[src/rtl/pipe_pkg.sv]
// Shared helpers for the register pipeline: sizing of the occupancy counter.
package pipe_pkg;
  function automatic int cnt_w(input int depth);
    return $clog2(depth + 1);
  endfunction
endpackage

[src/rtl/pipe_reg_chain_stage.sv]
// One pipeline slot: a valid bit plus data word with load/hold/flush.
module pipe_stage
  import pipe_pkg::*;
#(
  parameter int               WIDTH   = 8,
  parameter logic [WIDTH-1:0] RST_VAL = '0
) (
  input  logic             clk,
  input  logic             rst,
  input  logic             i_flush,
  input  logic             i_load,
  input  logic             i_vld,
  input  logic [WIDTH-1:0] i_dat,
  output logic             o_vld,
  output logic [WIDTH-1:0] o_dat
);
  logic             r_vld;
  logic [WIDTH-1:0] r_dat;

  // Data only moves with a valid word so idle slots do not toggle.
  always_ff @(posedge clk or negedge rst) begin
    if (!rst) begin
      r_vld <= 1'b0;
      r_dat <= RST_VAL;
    end else if (i_flush) begin
      r_vld <= 1'b0;
      r_dat <= RST_VAL;
    end else if (i_load) begin
      r_vld <= i_vld;
      if (i_vld) r_dat <= i_dat;
    end
  end

  assign o_vld = r_vld;
  assign o_dat = r_dat;
endmodule

[src/rtl/pipe_reg_chain.sv]
// Elastic DEPTH-stage register pipeline with bubble collapsing, flush and
// occupancy count. in_ready ripples combinationally from out_ready.
module pipe_reg_chain
  import pipe_pkg::*;
#(
  parameter int               WIDTH   = 8,
  parameter int               DEPTH   = 3,
  parameter logic [WIDTH-1:0] RST_VAL = '0
) (
  input  logic                       clk,
  input  logic                       rst,
  input  logic                       flush,
  input  logic                       in_valid,
  input  logic [WIDTH-1:0]           in_data,
  output logic                       in_ready,
  output logic                       out_valid,
  output logic [WIDTH-1:0]           out_data,
  input  logic                       out_ready,
  output logic [cnt_w(DEPTH)-1:0]    count
);
  localparam int CW = cnt_w(DEPTH);

  logic [DEPTH-1:0]            w_vld, w_rdy, w_vin;
  logic [DEPTH-1:0][WIDTH-1:0] w_dat, w_din;
  logic                        w_in_xfer, w_out_xfer;
  logic [CW-1:0]               r_count;

  // A stage can take a word if it is empty or its successor can take its word.
  always_comb begin
    w_rdy            = '0;
    w_rdy[DEPTH-1]   = !w_vld[DEPTH-1] | out_ready;
    for (int i = DEPTH - 2; i >= 0; i--)
      w_rdy[i] = !w_vld[i] | w_rdy[i+1];
  end

  assign in_ready   = w_rdy[0] & !flush;
  assign w_in_xfer  = in_valid & in_ready;
  assign w_out_xfer = w_vld[DEPTH-1] & out_ready;

  always_comb begin
    w_vin    = '0;
    w_din    = '0;
    w_vin[0] = w_in_xfer;
    w_din[0] = in_data;
    for (int i = 1; i < DEPTH; i++) begin
      w_vin[i] = w_vld[i-1];
      w_din[i] = w_dat[i-1];
    end
  end

  for (genvar g = 0; g < DEPTH; g++) begin : g_stage
    pipe_stage #(.WIDTH(WIDTH), .RST_VAL(RST_VAL)) u_stage (
      .clk     (clk),
      .rst     (rst),
      .i_flush (flush),
      .i_load  (w_rdy[g]),
      .i_vld   (w_vin[g]),
      .i_dat   (w_din[g]),
      .o_vld   (w_vld[g]),
      .o_dat   (w_dat[g])
    );
  end

  always_ff @(posedge clk or negedge rst) begin
    if (!rst)       r_count <= '0;
    else if (flush) r_count <= '0;
    else            r_count <= r_count + CW'(w_in_xfer) - CW'(w_out_xfer);
  end

  assign out_valid = w_vld[DEPTH-1];
  assign out_data  = w_dat[DEPTH-1];
  assign count     = r_count;
endmodule

[config.mk]
export PLATFORM = sky130hd
export DESIGN_NAME = pipe_reg_chain
export DESIGN_NICKNAME = d
export VERILOG_FILES = /design/src/rtl/pipe_pkg.sv /design/src/rtl/pipe_reg_chain_stage.sv /design/src/rtl/pipe_reg_chain.sv
export SDC_FILE = /design/constraint.sdc
export NUM_CORES = 1
export LEC_CHECK = 0
export CAP_MARGIN = 20
export CORE_UTILIZATION = 50
export DETAILED_ROUTE_END_ITERATION = 6
export MAX_ROUTING_LAYER = met4
export PLACE_DENSITY = 0.76
export SETUP_SLACK_MARGIN = 0.4
export SYNTH_ARGS = -nofsm -noshare
export SYNTH_HDL_FRONTEND = slang
export SYNTH_HIERARCHICAL = 1
export SYNTH_SLANG_ARGS = --single-unit
[constraint.sdc]
create_clock -name clk -period 1.85 [get_ports clk]
set_input_delay 0.37 -clock clk [delete_from_list [all_inputs] [get_ports clk]]
set_output_delay 0.37 -clock clk [all_outputs]
set_load 0.02 [all_outputs]
; ---- Word-level counts from Yosys, hierarchy flattened
; Index checks and enable logic that the tools add are counted.
[classes]
addsub = 2
mux = 16
bitwise_logic = 6
n_reduce_logical = 13
[op_table]
columns = op, count
row1 = $mux 8, 9
row2 = $reduce_bool 2->1, 6
row3 = $mux 1, 6
row4 = $reduce_and 2->1, 3
row5 = $logic_not 1->1, 4
row6 = $and 1x1->1, 3
row7 = $or 1x1->1, 3
row8 = $add 2x1->2, 1
row9 = $mux 2, 1
row10 = $sub 2x1->2, 1
[word_totals]
regBits = 29
output_inout_bits = 12
wordCells = 44

; ---- Depth between registers and ports, before layout
[logic_depth]
word_depth = 9
ltp_mapped = 8
ltp_nobuf = 8

; ---- By module
; The synthesis kept the hierarchy.
[by_module_without_submodules]
columns = mod, n_inst, cells_each, area_each_um2
row1 = pipe_stage, 3, 40, 451.7
row2 = pipe_reg_chain, 1, 16, 170.2

; ---- Least setup slack after synthesis
; No wires, ideal clock.
[synth_path]
path_type = reg-to-reg
from = register g_stage[2].u_stage.r_vld
to = register r_count[1] (netlist: count[1])
arrival_time_ns = 1.606
setup_slack_ns = 0.172
stages_incl_launch_ff = 9
period_less_slack_ns = 1.678
cell_sequence = dfrtp_1 -> and4b_2 -> inv_1 -> nand3b_1 -> ha_1 -> inv_1 -> ha_1 -> xnor3_1 -> nor2_1
[synth_via]
elab_chain_len = 9
[synth_rtl]
columns = item, line_no
row1 = "start, declared", pipe_reg_chain_stage.sv:17  ; logic r_vld;
row2 = "start signal, assigned", pipe_reg_chain_stage.sv:29  ; r_vld <= i_vld;
row3 = $logic_not 1->1, pipe_reg_chain.sv:31  ; w_rdy[DEPTH-1] = !w_vld[DEPTH-1] | out_ready;
row4 = $or 1x1->1, pipe_reg_chain.sv:31
row5 = $or 1x1->1 (2 in a row), pipe_reg_chain.sv:33  ; w_rdy[i] = !w_vld[i] | w_rdy[i+1];
row6 = via w_rdy[0], pipe_reg_chain.sv:23  ; logic [DEPTH-1:0] w_vld, w_rdy, w_vin;
row7 = $and 1x1->1, pipe_reg_chain.sv:36  ; assign in_ready = w_rdy[0] & !flush;
row8 = $and 1x1->1, pipe_reg_chain.sv:37  ; assign w_in_xfer = in_valid & in_ready;
row9 = $add 2x1->2, pipe_reg_chain.sv:67  ; else r_count <= r_count + CW'(w_in_xfer) - CW'(w_out_xfer);
row10 = $sub 2x1->2, pipe_reg_chain.sv:67
row11 = $mux 2, pipe_reg_chain.sv:66  ; else if (flush) r_count <= '0;
row12 = "end signal, assigned", pipe_reg_chain.sv:67
row13 = "end, declared", pipe_reg_chain.sv:26  ; logic [CW-1:0] r_count;
; The timed path passes the listed nets, and every way through them passes these cells.
; A chain may end at the register's enable or synchronous reset.

; ---- Worst setup path after layout
[layout_path]
from = register g_stage[1].u_stage.r_vld
to = register r_count[1] (netlist: count[1])
[layout_via]
elab_chain_len = 8
[layout_rtl]
columns = item, line_no
row1 = "start, declared", pipe_reg_chain_stage.sv:17
row2 = "start signal, assigned", pipe_reg_chain_stage.sv:29
row3 = $logic_not 1->1, pipe_reg_chain.sv:33
row4 = $or 1x1->1 (2 in a row), pipe_reg_chain.sv:33
row5 = via w_rdy[0], pipe_reg_chain.sv:23
row6 = $and 1x1->1, pipe_reg_chain.sv:36
row7 = $and 1x1->1, pipe_reg_chain.sv:37
row8 = $add 2x1->2, pipe_reg_chain.sv:67
row9 = $sub 2x1->2, pipe_reg_chain.sv:67
row10 = $mux 2, pipe_reg_chain.sv:66
; The timed path passes the listed nets, and every way through them passes these cells.

==> reports/results.txt <==
sequential element share of the synthesized area: 47.6%
initial antenna violation count: 0
area occupied by registers: 727 sq um
Nets: 180
switching pwr: 0.289 mW
# Max-Cap Violations: 0
root buffer cell: clkbuf_4
GRT Overall Usage: 19.6%
Synth Register Bits: 29
total power: 1.23 mW
skew final: 0.00499 ns
Post-Syn Area: 1530 sq um
leakage power: 0.910 nW
Chip Width: 57.2 microns
Worst-Skew Late Latency: 0.31 ns
fill cell count: 238
CP Class: register to register
Pins Over Slew Limit: 0
CP Capture Type: register
PortBufs: 24
die height: 57.2 microns
IO Count: 25
Yosys cell types: 21
vias in the first global route: 1,012
CP most frequent cell: ha_1
RSZ-0062 raised after global routing: true
Starting Density: 53.9%
clock network fraction of total power: 35.2%
top cells by area, synth: dfrtp_1, a21bo_2, nand3_1, a21oi_1, buf_6
post-synth top area share: 47.6%
FP Rows: 19
diodes inserted: 0
cts hold-fix bufs: 0
minimum clock period: 1.66 ns
Placed Instances: 186
Multi-input gate area: 686 sq um
share of layout cells above drive strength 1: 33.7%
Finished Layout Cells: 197
Die ar.: 3280 sq um
period utilization: 90.0%
final-report setup violation count: 0
Hold Path Class: input port to asynchronous set/reset pin
critical path cell sequence: and4b_2 > inv_2 > nand3b_1 > ha_1 > inv_1 > ha_1 > xnor3_1 > nor2_1
total number of vias: 1,077
peak supply drop: 0.431 mV
Layout area overhead: 23.1%
placed inst area: 1730 sq um
First DRT Iteration DRCs: 23
post-synth top area cell: dfrtp_1
1st-pass router iterations: 6
Synth warnings: 6
Final ANT Viol Nets: 0
CTS Sinks: 29
CTS max path bufs: 2
Startpoint Class: register
CP peak stage delay: 0.39 ns
Fmax: 601 MHz
PD cells: 655 nW/um^2
Final GP Congestion: 0.743
fin util: 66.3%
Worst Max-Slew Pin Slew: 0.361 ns
Internal: 0.941 mW
Core ar.: 2830 sq um
Arrival @ worst endpoint: 1.87 ns
Mapped Cells: 136
Switching Share: 23.5%
Net Count, Synth: 151
first-pass GRT wire length: 4680 microns
Hold Fails Final Rpt: 0
Fin Hold WS: 0.422 ns
cts bufs inserted: 5
Residual DRC: 2
Mean Syn Cell Area: 11.2 sq um
Reg clk slew, reported paths: 0.09 ns
routed wire length: 2880 microns
Critical R2R Launch: g_stage[1].u_stage/o_vld
Crit Path Max Fanout: 3
CTS tree: yes
GR Overflow Total: 0
Critical-path top delay cell: dfrtp_1
reg-to-reg slack, setup: 0.19 ns
sequential share of power: 53.3%
normalized max-slew margin: 75.9%
largest net degree at the start of global routing: 31
hpwl dp: 1760 microns
Vias/cell: 5.47
RR Endpoint: count[1]
worst r2r path cells: 8
Critical Path RT: 2.06 ns
failing checks: DRC
Comb power frac: 11.5%
# H-tree levels: 2
Avg WL per Cell: 14.6 microns
design area: 1880 sq um
status: complete, but fails checks
==> final cells by class <==
| cell class | instances | share of cell area (%) |
|---|---|---|
| clock inverter | 1 | 0.267 |
| multi-input combinational | 90 | 36.5 |
| timing repair buffer | 37 | 18.5 |
| sequential | 29 | 38.7 |
| clock buffer | 7 | 3.47 |
| tap | 31 | 2.07 |
| inverter | 2 | 0.400 |
==> per-stage QoR <==
step / TNS, ns / worst slack (ns)
global placement: -1.30 / -0.293
global route: 0 / 0.0927
finish: 0 / 0.185
floorplan: 0 / 0.217
CTS: 0 / 0.171
detailed placement: -1.72 / -0.333
==> metal layers <==
metal | vias to the layer above | wire length (microns) | share of wire [%] | track usage (%)
met4 | 0 | 16 | 0.55 | 8.36
met1 | 514 | 1310 | 45 | 24.5
met5 | - | 0 | 0 | -
met2 | 25 | 1450 | 50 | 30.6
met3 | 2 | 113 | 3.9 | 4.76
li1 | 536 | - | - | -
==> placed cells by master, fill, tap and decap left out <==
| cell type | netlist | routed |
|---|---|---|
| a21bo_4 | 0 | 2 |
| dlymetal6s2s_1 | 0 | 2 |
| nand3_1 | 24 | 22 |
| a21bo_2 | 21 | 19 |
| buf_4 | 3 | 10 |
| buf_12 | 0 | 1 |
| dlygate4sd2_1 | 0 | 9 |
| xnor3_1 | 1 | 1 |
| a21oi_2 | 3 | 6 |
| dfrtp_1 | 29 | 28 |
| nand3_2 | 0 | 2 |
| nand2b_1 | 1 | 1 |
| clkbuf_8 | 0 | 2 |
| clkdlybuf4s50_1 | 0 | 11 |
| nand3b_1 | 2 | 2 |
| clkinv_2 | 0 | 1 |
| ha_1 | 2 | 2 |
| nor3b_4 | 0 | 1 |
| a21bo_1 | 3 | 3 |
| dfrtp_2 | 0 | 1 |
| and4b_2 | 1 | 1 |
| a21oi_1 | 21 | 18 |
| clkbuf_4 | 0 | 5 |
| nor2b_1 | 1 | 1 |
| and2_1 | 1 | 1 |
| inv_1 | 2 | 1 |
| buf_6 | 6 | 3 |
| mux2i_1 | 3 | 3 |
| nor2_1 | 5 | 5 |
| inv_2 | 0 | 1 |
| buf_2 | 0 | 1 |
==> synthesized netlist by cell type <==
master	instances
buf_6	6
buf_4	3
a21bo_1	3
buf_1	3
nor2b_1	1
nor2_1	5
nand3_1	24
nand3b_1	2
and4b_2	1
nor3b_2	1
mux2i_1	3
xnor3_1	1
a21bo_2	21
and2_1	1
buf_8	3
inv_1	2
dfrtp_1	29
a21oi_1	21
nand2b_1	1
ha_1	2
a21oi_2	3
==> cell families (layout without fill, tap and decap cells) <==
logic type                 after synthesis  count (layout)  share of synthesized area [%]
AOI/OAI and AO/OA                       48              48                           24.4
and+or+nand+nor                         36              36                           12.9
DFF                                     29              29                           47.6
buffers and inverters                   17              47                           10.1
muxes                                    3               3                           1.97
adders and majority gates                2               2                           1.64
xor gates and xnor gates                 1               1                           1.48
==> how the worst max path moves through the flow <==
| stage | slack (ns) | startpoint | endpoint |
|---|---|---|---|
| 2_1_floorplan | 0.22 | g_stage[2].u_stage/o_vld | count[1] |
| 3_3_place_gp | -0.29 | out_ready | in_ready |
| 3_5_place_dp | -0.33 | out_ready | in_ready |
| 4_1_cts | 0.17 | g_stage[1].u_stage/o_vld | count[1] |
| 5_1_grt | 0.09 | g_stage[1].u_stage/o_vld | count[1] |
| 6_report | 0.19 | g_stage[1].u_stage/o_vld | count[1] |
==> critical path, delay by kind of cell (launching register included) <==
family | cells | cell delay [ns]
simple gates | 3 | 0.41
flops | 1 | 0.39
xor+xnor | 1 | 0.19
fa+ha+maj | 2 | 0.45
buf+inv | 2 | 0.11
==> state kept, by name, summed over array words and instances, names as in the netlist <==
| name | cells |
|---|---|
| count | 2 |
| g_stage.u_stage/o_vld | 3 |
| g_stage.u_stage/o_dat | 24 |
==> power groups by stage <==
stage,clock [mW],combinational [mW],sequential [mW]
2_1_floorplan,0,0.0664,0.671
3_3_place_gp,0,0.121,0.667
3_5_place_dp,0,0.125,0.668
4_1_cts,0.448,0.129,0.655
5_1_grt,0.469,0.155,0.657
6_report,0.433,0.142,0.656
==> repair_timing <==
item                       4_1_cts  5_1_grt
setup buffers                    1        0
pin swaps                        1        2
gates cloned                     0        2
setup endpoints to repair       23       14
gates resized for setup         21       16
Power figures use the tool's default switching activity.
